File: config.mk
export PLATFORM = sky130hd
export DESIGN_NAME = uart_rx_deser
export DESIGN_NICKNAME = d
export VERILOG_FILES = /design/src/rtl/uart_rx_deser.sv
export SDC_FILE = /design/constraint.sdc
export NUM_CORES = 1
export LEC_CHECK = 0
export ABC_AREA = 1
export BUFFER_PORTS_ARGS = -buffer_cell sky130_fd_sc_hd__buf_4
export CORE_MARGIN = 5
export CORE_UTILIZATION = 55
export CTS_CLUSTER_DIAMETER = 50
export CTS_CLUSTER_SIZE = 8
export DETAILED_ROUTE_END_ITERATION = 8
export GPL_ROUTABILITY_DRIVEN = 0
export GPL_TIMING_DRIVEN = 0
export PLACE_DENSITY = 0.75
export SKIP_LAST_GASP = 1
export SLEW_MARGIN = 10
export SYNTH_ARGS = -nofsm -noshare
export SYNTH_HDL_FRONTEND = slang
export SYNTH_SLANG_ARGS = --single-unit
File: constraint.sdc
create_clock -name Clk -period 1.6 [get_ports Clk]
set_input_delay 0.32 -clock Clk [delete_from_list [all_inputs] [get_ports Clk]]
set_output_delay 0.32 -clock Clk [all_outputs]
set_load 0.05 [all_outputs]
File: src/rtl/uart_rx_deser.sv
// ---------------------------------------------------------------------------
// uart_rx_deser
//   Serial-to-parallel UART receiver, 8N1, LSB first.
//   The RXD line is synchronised through two flops. Every bit is sampled at
//   mid-period. Each received byte goes to the consumer over a valid/ack
//   handshake. Framing and overrun errors are flagged with one-cycle pulses.
//
// Ports
//   Clk            in   1  system clock, rising edge
//   Rst            in   1  synchronous reset, active high
//   RXD            in   1  asynchronous serial input, idle high
//   Data_Out       out  8  last received byte
//   Data_Valid     out  1  byte available, held until acknowledged
//   Data_Ack       in   1  consumer takes Data_Out (only while Data_Valid=1)
//   Framing_Error  out  1  1-cycle pulse: stop bit sampled low
//   Overrun        out  1  1-cycle pulse: new byte replaced an unacked one
//   Busy           out  1  receiver FSM not idle
// ---------------------------------------------------------------------------
module uart_rx_deser #(
  parameter int FREQ_CLK = 100000000,
  parameter int TX_SPEED = 115200
) (
  input  logic       Clk,
  input  logic       Rst,
  input  logic       RXD,
  output logic [7:0] Data_Out,
  output logic       Data_Valid,
  input  logic       Data_Ack,
  output logic       Framing_Error,
  output logic       Overrun,
  output logic       Busy
);

  localparam int BIT_CYCLES = FREQ_CLK / TX_SPEED;
  localparam int HALF       = BIT_CYCLES / 2;
  localparam int CNT_W      = (BIT_CYCLES > 1) ? $clog2(BIT_CYCLES) : 1;

  localparam logic [CNT_W-1:0] CNT_LAST = CNT_W'(BIT_CYCLES - 1);
  localparam logic [CNT_W-1:0] CNT_HALF = CNT_W'(HALF - 1);
  localparam logic [CNT_W-1:0] CNT_ONE  = CNT_W'(1);

  localparam logic [2:0] S_IDLE  = 3'd0;
  localparam logic [2:0] S_START = 3'd1;
  localparam logic [2:0] S_DATA  = 3'd2;
  localparam logic [2:0] S_STOP  = 3'd3;
  localparam logic [2:0] S_BREAK = 3'd4;

  // Two-flop synchroniser. Both flops reset to the idle level so that reset
  // cannot look like a start edge.
  logic             sync1_q, sync1_d;
  logic             rx_s_q,  rx_s_d;

  logic [2:0]       state_q,    state_d;
  logic [CNT_W-1:0] bit_cnt_q,  bit_cnt_d;
  logic [2:0]       idx_q,      idx_d;
  logic [7:0]       shreg_q,    shreg_d;
  logic [7:0]       data_out_q, data_out_d;
  logic             valid_q,    valid_d;
  logic             fe_q,       fe_d;
  logic             ovr_q,      ovr_d;

  always_comb begin
    sync1_d    = RXD;
    rx_s_d     = sync1_q;

    state_d    = state_q;
    bit_cnt_d  = bit_cnt_q;
    idx_d      = idx_q;
    shreg_d    = shreg_q;
    data_out_d = data_out_q;
    fe_d       = 1'b0;
    ovr_d      = 1'b0;

    // The handshake completes on the edge where valid and ack are both high.
    // A stop-bit load in the same cycle overrides this below.
    valid_d    = valid_q && !Data_Ack;

    case (state_q)
      S_IDLE: begin
        bit_cnt_d = '0;
        if (!rx_s_q) state_d = S_START;
      end

      // Re-check the line half a bit after the falling edge. A pulse shorter
      // than that is treated as noise.
      S_START: begin
        if (bit_cnt_q == CNT_HALF) begin
          bit_cnt_d = '0;
          if (!rx_s_q) begin
            state_d = S_DATA;
            idx_d   = 3'd0;
          end else begin
            state_d = S_IDLE;
          end
        end else begin
          bit_cnt_d = bit_cnt_q + CNT_ONE;
        end
      end

      // The counter is already aligned to mid-bit, so each full bit period
      // from here on lands in the centre of the next bit.
      S_DATA: begin
        if (bit_cnt_q == CNT_LAST) begin
          bit_cnt_d       = '0;
          shreg_d[idx_q]  = rx_s_q;
          if (idx_q == 3'd7) state_d = S_STOP;
          else               idx_d   = idx_q + 3'd1;
        end else begin
          bit_cnt_d = bit_cnt_q + CNT_ONE;
        end
      end

      // Returning to IDLE at mid stop bit leaves half a bit to catch the next
      // start edge from a sender that leaves no gap between frames.
      S_STOP: begin
        if (bit_cnt_q == CNT_LAST) begin
          bit_cnt_d = '0;
          if (rx_s_q) begin
            data_out_d = shreg_q;
            valid_d    = 1'b1;
            ovr_d      = valid_q && !Data_Ack;
            state_d    = S_IDLE;
          end else begin
            fe_d    = 1'b1;
            state_d = S_BREAK;
          end
        end else begin
          bit_cnt_d = bit_cnt_q + CNT_ONE;
        end
      end

      // A line held low after a bad stop bit must not be taken as a new start.
      S_BREAK: begin
        bit_cnt_d = '0;
        if (rx_s_q) state_d = S_IDLE;
      end

      default: begin
        state_d   = S_IDLE;
        bit_cnt_d = '0;
      end
    endcase
  end

  always_ff @(posedge Clk) begin
    if (Rst) begin
      sync1_q    <= 1'b1;
      rx_s_q     <= 1'b1;
      state_q    <= S_IDLE;
      bit_cnt_q  <= '0;
      idx_q      <= 3'd0;
      shreg_q    <= 8'd0;
      data_out_q <= 8'd0;
      valid_q    <= 1'b0;
      fe_q       <= 1'b0;
      ovr_q      <= 1'b0;
    end else begin
      sync1_q    <= sync1_d;
      rx_s_q     <= rx_s_d;
      state_q    <= state_d;
      bit_cnt_q  <= bit_cnt_d;
      idx_q      <= idx_d;
      shreg_q    <= shreg_d;
      data_out_q <= data_out_d;
      valid_q    <= valid_d;
      fe_q       <= fe_d;
      ovr_q      <= ovr_d;
    end
  end

  assign Data_Out      = data_out_q;
  assign Data_Valid    = valid_q;
  assign Framing_Error = fe_q;
  assign Overrun       = ovr_q;
  assign Busy          = (state_q != S_IDLE);

endmodule

# Word level (Yosys, flattened, before mapping)
# Index checks and enable logic that the tools add are counted.
# totals
regBits,37
input_bits,4
out_inout_bits,12
elab_cells,69
# op_classes
add_sub_neg,2
n_lt_le_gt_ge,2
n_eq_ne,15
n_mux,24
n_bitwise,3
reduce_logical,13
# op_table
cell,count
3-bit two-way mux,11
10-bit two-way mux,2
10-bit case mux with 2 select lines,1
"2-bit inequality test, second input constant",8
3-bit case mux with 5 select lines,1
"10-bit by 1-bit adder with 10-bit output, second input constant",1
"10-bit == test, second input constant",1
"10-bit by 9-bit == test with 1-bit output, second input constant",1
8-bit bitwise mux,1
"3-bit by 2-bit == test with 1-bit output, second input constant",2
"3-bit == test, second input constant",2
3-bit case mux with 2 select lines,1
6-bit AND reduction,1
1-bit two-way mux,5
5-bit AND reduction,1
"3-bit by 4-bit less-than comparator with 1-bit output, second input constant",1
4-bit OR reduction,1
"3-bit by 1-bit adder with 3-bit output, second input constant",1
1-bit demux with 3-bit select,1
"3-bit by 1-bit == test with 1-bit output, second input constant",1
"3-bit by 1-bit >= comparator with 1-bit output, second input constant",1
3-bit logical NOT,1
1-bit inverter,3
3-bit AND reduction,1
8 further kinds,9

# Depth between registers and ports, before layout
# Gate-level depths: netlist of the first run.
# logic_depth
depth_word,5
mapped_depth,10
mapped_depth_nobuf,10

# Worst setup path after synthesis of the first run
# No wires, ideal clock.
# synth_timing
path_kind,register to register
startpoint,register bit_cnt_q[0]
endpoint,register idx_q[0]
setup_ns,0.070
arrival_ns,1.344
required_ns,1.530
slack_ns,0.186
stages_incl_launch_ff,9
n_path_buf,1
synth_period_minus_slack_ns,1.414
path_cell_list,dfxtp_1 > ha_1 > nand2_1 > nor2_2 > nand3_4 > nor2_8 > buf_8 > nand3_1 > a21oi_1
# synth_via
elab_chain_len,3
elab_cells_between_ends,5
cone_classes,eq/ne (4); reduce/logical (1)
# synth_lines
element,line,rtl
from (decl),54,"logic [CNT_W-1:0] bit_cnt_q, bit_cnt_d;"
from (signal assigned),161,bit_cnt_q <= bit_cnt_d;
10-bit == test or 10-bit by 9-bit == test with 1-bit output (tied branches),"103, 87",
2-bit inequality test (no source line),n/a,
5-bit AND reduction (no source line) (*),n/a,
to (signal assigned),162,idx_q <= idx_d;
to (decl),55,"logic [2:0] idx_q, idx_d;"
# Every way passes the cells marked *; elsewhere a longest branch is shown, timed or not.
# A chain may end at the register's enable or synchronous reset.

# Worst setup path after layout of the first run
# layout_timing
startpoint,register state_q[1]
endpoint,"register data_out_q[6], in the netlist Data_Out[6]"
# layout_via
elab_chain_len,2
# layout_lines
element,line,rtl
from (decl),53,"logic [2:0] state_q, state_d;"
from (signal assigned),160,state_q <= state_d;
3-bit by 2-bit == test with 1-bit output,78,case (state_q)
3-bit AND reduction (no source line),n/a,
to (signal assigned),164,data_out_q <= data_out_d;
to (decl),57,"logic [7:0] data_out_q, data_out_d;"
# Every way passes these cells.

==> summary.txt, run 1 <==
Outcome
  – Outcome: finished clean

Job
  – Max Cap Violations: 0

Clock network
  – Clock latency on the worst-skew pair: 0.35 ns
  – Number of buffers added to fix hold violations after cts: 0
  – TritonCTS buffer count: 5
  – Reg clk slew, reported paths: 0.11 ns
  – Clock tree from TritonCTS: done
  – Sinks on the clock net: 37
  – Maximum buffer depth of the clock tree: 2
  – Buffer type at the clock tree root: sky130_fd_sc_hd__clkbuf_4
  – Htree depth: 2

Drt
  – Average detailed-routed wire length per instance: 11.4 um
  – Remaining design rule violation count: 0
  – Antenna Violating Nets Remaining: 0
  – Overall via count from detail_route: 1426
  – Detailed router's first-iteration violation count: 75
  – Wire length reported by the detailed router: 3190 um
  – Avg Vias per Cell: 5.07
  – Iteration count of the initial detailed-routing pass: 4

STA
  – Max transition margin: 67.7%
  – Unrepaired setup endpoints after global routing: yes
  – Largest clock skew in the final design: 0.00768 ns
  – Setup Total Neg Slack: 0 ns
  – Final Max Tran Viols: 0
  – Setup WS post-layout: 0.0898 ns
  – Final count of hold timing violations: 0
  – Transition time of the tightest slew-check pin: 0.483 ns
  – Timing-limited maximum frequency: 662 MHz
  – Time the final worst path needs with I/O delays and setup: 1.51 ns
  – Tcrit/Tclk final: 94.4%
  – Final setup violation count: 0

Logic synthesis
  – Proportion of synthesized chip area in sequential cells: 44.4%
  – Cell taking the most area after synthesis: sky130_fd_sc_hd__dfxtp_1
  – Area share of the largest cell type after synthesis: 44.4%
  – Synth Cell Area: 1670 um2
  – Main area contributors after synthesis: sky130_fd_sc_hd__dfxtp_1 (44%), sky130_fd_sc_hd__nand2_1 (10%), sky130_fd_sc_hd__nor2_1 (10%)
  – Synthesized area per cell: 7.48 um2
  – Flip-flop and latch count after synthesis: 37
  – Net Count, Synth: 231
  – Post-synthesis instance total: 223
  – Number of warning messages in the yosys log: 0
  – Netlist cell types: 26

Final layout
  – Final net count: 255
  – Count of non-filler cells in the finished layout: 281
  – Number of diodes: 0
  – Fraction of layout cells with a size suffix above 1: 20.2%
  – Commonest cells after routing, fill and taps aside: sky130_fd_sc_hd__nor2_1 (46), sky130_fd_sc_hd__nand2_1 (45), sky130_fd_sc_hd__dfxtp_1 (33), sky130_fd_sc_hd__nand3_1 (20), sky130_fd_sc_hd__buf_4 (16)
  – P&R area growth vs syn: 18.8%
  – Most common cell after layout, fill and taps aside: sky130_fd_sc_hd__nor2_1

Worst setup path
  – Maximum fanout encountered on the critical timing path: 10
  – Data required time at the worst endpoint: 1.86 ns
  – Type of destination of the critical path: register
  – Type of the setup path with the least slack: reg -> reg
  – CP Launch Type: register
  – Arr. time, crit path: 1.77 ns
  – Number of cells on the worst reg-to-reg path: 8

GRT
  – Initial antenna violation count: 0
  – Overall Global Routing Usage: 17.7%
  – Sum of overflow across all layers after global routing: 0
  – Largest net degree at the start of global routing: 13
  – Wire length of the first global-routing pass: 5730 um
  – Number of global-route vias before repair: 1290

Floorplan
  – Num ports: 16
  – Die Wd: 65.1 um
  – Y dimension of the die: 65.1 um
  – Starting utilization of the core area: 56.0%
  – Core area: 2980 um2
  – Placement Rows: 20
  – Overall die area: 4230 um2

Hold path
  – HP Class: in -> reg
  – Hold path depth: 2

Place
  – DPL Wire Length: 2250 um
  – Count of input and output buffers: 14
  – Post-Place Cells: 270
  – Worst slack at placement: 0.00810 ns

Power
  – Power density over the cells: 1220 nW/um2
  – Leakage component of the power: 0.799 nW
  – Worst vdd ir: 1410 uV
## cells by family (layout without fill, tap and decap cells)
logic type	Yosys count	count (layout)	synth area share, %
AND/OR/NAND/NOR	132	132	36.3
adder cells (fa/ha/maj)	4	4	3.00
buffers and inverters	21	46	5.55
XOR/XNOR	7	7	3.68
flip-flops	37	37	44.4
AO/OA/AOI/OAI	22	22	7.05
## cell usage after synthesis, drive strengths merged
cell type and number:
nor2 52, nand2 47, dfxtp 37, nand3 21, inv 15, a21oi 12, o21ai 9, xor2 5
ha 4, buf 3, clkbuf 3, nand3b 3, nor3 3, or2 3, nand4 2, xnor2 2
nor4 1, o211ai 1
## layout make-up
cell class	count	area (um2)
Tap cell	33	41.3
Clock buffer	5	37.5
Fill cell	262	996
Buffer	6	36.3
Timing Repair Buffer	17	140
Multi-Input combinational cell	165	860
Inverter	15	56.3
Clock inverter	3	65.1
Sequential cell	37	746
## final timing paths
path / start / slack (ns) / endpoint
worst max register to register: state_q[1] / 0.09 / Data_Out[6]
worst min-delay path: RXD / 0.15 / rx_s_d
worst min register to register: rx_s_d / 0.42 / rx_s_q
worst max-delay path: state_q[1] / 0.09 / Data_Out[6]
## metal layers
layer / track usage, % / share of wire (%) / up-vias / wire (um)
met1: 23.3 / 49 / 619 / 1560
met5: 0 / 0 / - / 0
li1: - / - / 765 / -
met3: 6.24 / 6.3 / 7 / 201
met2: 25.9 / 43 / 35 / 1370
met4: 8.03 / 2.0 / 0 / 65
## sequential cells by signal (all words and copies together) (netlist names)
name and flops:
state_q 3, Data_Out 8, Overrun 1, bit_cnt_q 10, rx_s_q 1, shreg_q 8, rx_s_d 1, Data_Valid 1
idx_q 3, Framing_Error 1
## worst max-delay path, stage by stage, from the launching register on
cell and delay (ns):
sky130_fd_sc_hd__dfxtp_1 0.42, sky130_fd_sc_hd__inv_2 0.09, sky130_fd_sc_hd__nor2_4 0.13, sky130_fd_sc_hd__nand2_1 0.10
sky130_fd_sc_hd__nor2_1 0.13, sky130_fd_sc_hd__nand4_1 0.13, sky130_fd_sc_hd__buf_2 0.21, sky130_fd_sc_hd__o21ai_1 0.16
sky130_fd_sc_hd__nor2_1 0.05
## per-stage QoR
stage / power [W] / area [um2] / util (%) / hold slack, ns
3_5_place_dp: 0.00162 / 1810 / 60.9 / 0.395
5_1_grt: 0.00258 / 1980 / 66.6 / 0.150
2_1_floorplan: 0.00149 / 1670 / - / 0.389
4_1_cts: 0.00242 / 1950 / 65.3 / 0.133
6_report: 0.00242 / 1980 / 66.6 / 0.146
3_3_place_gp: 0.00161 / 1810 / 60.9 / 0.394
## repair_timing
| item | in CTS | in global routing |
|---|---|---|
| pin swaps | 2 | 2 |
| endpoints found under the setup margin | 7 | 24 |
| setup buffers | 2 | 1 |
| gates resized for setup | 1 | 8 |
## power by group
part,switching (W),internal [W]
registers,0.0000657,0.000964
logic,0.000399,0.000193
clock network,0.000316,0.000483
total,0.000780,0.00164
Power figures use the tool's default switching activity.
==> run 2, diff against run 1 <==
--- a/config.mk
+++ b/config.mk
@@ -7,14 +7,16 @@
 export LEC_CHECK = 0
 export ABC_AREA = 1
 export BUFFER_PORTS_ARGS = -buffer_cell sky130_fd_sc_hd__buf_4
+export CELL_PAD_IN_SITES_DETAIL_PLACEMENT = 1
+export CELL_PAD_IN_SITES_GLOBAL_PLACEMENT = 2
 export CORE_MARGIN = 5
-export CORE_UTILIZATION = 55
+export CORE_UTILIZATION = 33
 export CTS_CLUSTER_DIAMETER = 50
 export CTS_CLUSTER_SIZE = 8
 export DETAILED_ROUTE_END_ITERATION = 8
 export GPL_ROUTABILITY_DRIVEN = 0
 export GPL_TIMING_DRIVEN = 0
-export PLACE_DENSITY = 0.75
+export PLACE_DENSITY_LB_ADDON = 0.1
 export SKIP_LAST_GASP = 1
 export SLEW_MARGIN = 10
 export SYNTH_ARGS = -nofsm -noshare
==> run 2 against run 1 <==
- power rose by 2.9%
- global-route usage fell by 4.7 points
- clock power rose by 3.9%
- hold slack improved by 0.066 ns
- combinational power rose by 5.9%
==> summary.txt, run 2 (same netlist as run 1, synthesis figures left out) <==
Outcome
  – Outcome: finished clean

Final layout
  – Commonest cells after routing, fill and taps aside: sky130_fd_sc_hd__nor2_1 (46), sky130_fd_sc_hd__nand2_1 (45), sky130_fd_sc_hd__dfxtp_1 (33), sky130_fd_sc_hd__nand3_1 (20), sky130_fd_sc_hd__buf_4 (19)
  – Fraction of layout cells with a size suffix above 1: 20.8%
  – Final standard cell area without fillers: 2060 um2
  – Number of diodes: 0
  – Sequential Area: 748 um2
  – Most common cell after layout, fill and taps aside: sky130_fd_sc_hd__nor2_1
  – Largest register FFs: 10
  – Area taken by multi-input logic gates: 873 um2
  – Fill cells: 635
  – Register with the highest flop count: bit_cnt_q
  – P&R area growth vs syn: 23.6%
  – Final net count: 257

STA
  – Worst hold margin: 0.212 ns
  – Final count of hold timing violations: 0
  – Final Max Tran Viols: 0
  – Unrepaired setup endpoints after global routing: yes
  – Tcrit/Tclk final: 93.8%
  – Transition time of the tightest slew-check pin: 0.508 ns
  – Timing-limited maximum frequency: 666 MHz
  – Setup WS post-layout: 0.0985 ns
  – Max transition margin: 66.1%
  – Time the final worst path needs with I/O delays and setup: 1.50 ns
  – Largest clock skew in the final design: 0.00345 ns
  – Final setup violation count: 0

GRT
  – Sum of overflow across all layers after global routing: 0
  – Overall Global Routing Usage: 13.0%
  – Initial antenna violation count: 0
  – Wire length of the first global-routing pass: 6690 um
  – Largest net degree at the start of global routing: 14
  – Number of global-route vias before repair: 1410

Drt
  – Avg Vias per Cell: 4.56
  – Wire length reported by the detailed router: 3810 um
  – Antenna Violating Nets Remaining: 0
  – Detailed router's first-iteration violation count: 46
  – Overall via count from detail_route: 1445
  – Remaining design rule violation count: 0
  – Average detailed-routed wire length per instance: 12.0 um
  – Iteration count of the initial detailed-routing pass: 4

Floorplan
  – Num ports: 16
  – Y dimension of the die: 81.1 um
  – Overall die area: 6580 um2
  – Placement Rows: 25
  – Die Wd: 81.1 um
  – Core area: 4820 um2
  – Starting utilization of the core area: 34.6%

Place
  – Standard cell area after detailed placement: 1860 um2
  – Worst slack at placement: -0.0453 ns
  – DPL Wire Length: 2820 um
  – Count of input and output buffers: 14

Power
  – Worst vdd ir: 852 uV
  – Leakage component of the power: 0.807 nW
  – Power density over the cells: 1210 nW/um2
  – Total chip power: 0.00249 W

Worst setup path
  – Arr. time, crit path: 1.73 ns
  – Maximum fanout encountered on the critical timing path: 6
  – Data required time at the worst endpoint: 1.83 ns
  – Type of destination of the critical path: register
  – Type of the setup path with the least slack: reg -> reg
  – CP Launch Type: register

Clock network
  – Clock latency on the worst-skew pair: 0.29 ns
  – Clock tree from TritonCTS: done
  – Sinks on the clock net: 37
  – Maximum buffer depth of the clock tree: 2
  – Buffer type at the clock tree root: sky130_fd_sc_hd__clkbuf_8
  – Htree depth: 2
  – Number of buffers added to fix hold violations after cts: 0
  – TritonCTS buffer count: 5
  – Reg clk slew, reported paths: 0.08 ns

Hold path
  – HP Class: in -> reg

Job
  – Max Cap Violations: 0
[run 2: worst paths after layout]
path	from	to	slack, ns	depth (start not counted)
worst min register to register	rx_s_d	rx_s_q	0.42	1
worst min-delay path	RXD	rx_s_d	0.21	2
worst max-delay path	bit_cnt_q[0]	state_q[0]	0.1	9
worst max register to register	bit_cnt_q[0]	state_q[0]	0.1	9
[run 2: repair_timing]
item / in CTS / in global routing
gates cloned: 0 / 0
setup buffers: 0 / 5
resized for setup: 3 / 12
endpoints found under the setup margin: 14 / 32
pin swaps: 2 / 4
[run 2: routing by layer]
layer / wire length, um / GRT usage (%) / up-vias / share of wire (%)
li1: - / - / 765 / -
met1: 2070 / 18.5 / 657 / 54
met2: 1590 / 19.6 / 21 / 42
met3: 142 / 3.33 / 2 / 3.7
met4: 15 / 3.04 / 0 / 0.39
met5: 0 / 0 / - / 0
[run 2: area by class of cell]
| cell class | count | area share (%) |
|---|---|---|
| multi-input cells | 165 | 42.4 |
| repair buffers | 19 | 6.92 |
| inverters | 15 | 2.73 |
| plain buffers | 6 | 2.06 |
| clock inverters | 3 | 2.25 |
| clock buffers | 5 | 3.34 |
| flip-flops and latches | 37 | 36.3 |
| well taps | 67 | 4.07 |
[run 2: power by group]
group          internal (W)  switching (W)  total (W)
combinational      0.000196       0.000432   0.000627
clock              0.000467       0.000363   0.000830
sequential         0.000967      0.0000676    0.00103
[run 2: metrics by stage]
stage               TNS [ns]  utilization [%]  instances
floorplan                  0                -        223
global placement      -0.189             38.5        304
detailed placement    -0.292             38.5        304
CTS                        0             41.1        312
global route          -0.119             42.8        317
finish                     0             42.8        317
[run 2: critical path: stages (launching register included)]
cell	delay (ns)
sky130_fd_sc_hd__dfxtp_4	0.38
sky130_fd_sc_hd__ha_4	0.15
sky130_fd_sc_hd__nand2_1	0.08
sky130_fd_sc_hd__nor2_4	0.12
sky130_fd_sc_hd__nand3_4	0.13
sky130_fd_sc_hd__nand2_2	0.09
sky130_fd_sc_hd__nand3b_1	0.21
sky130_fd_sc_hd__nand2_1	0.13
sky130_fd_sc_hd__nand2_1	0.06
sky130_fd_sc_hd__nor2_1	0.09
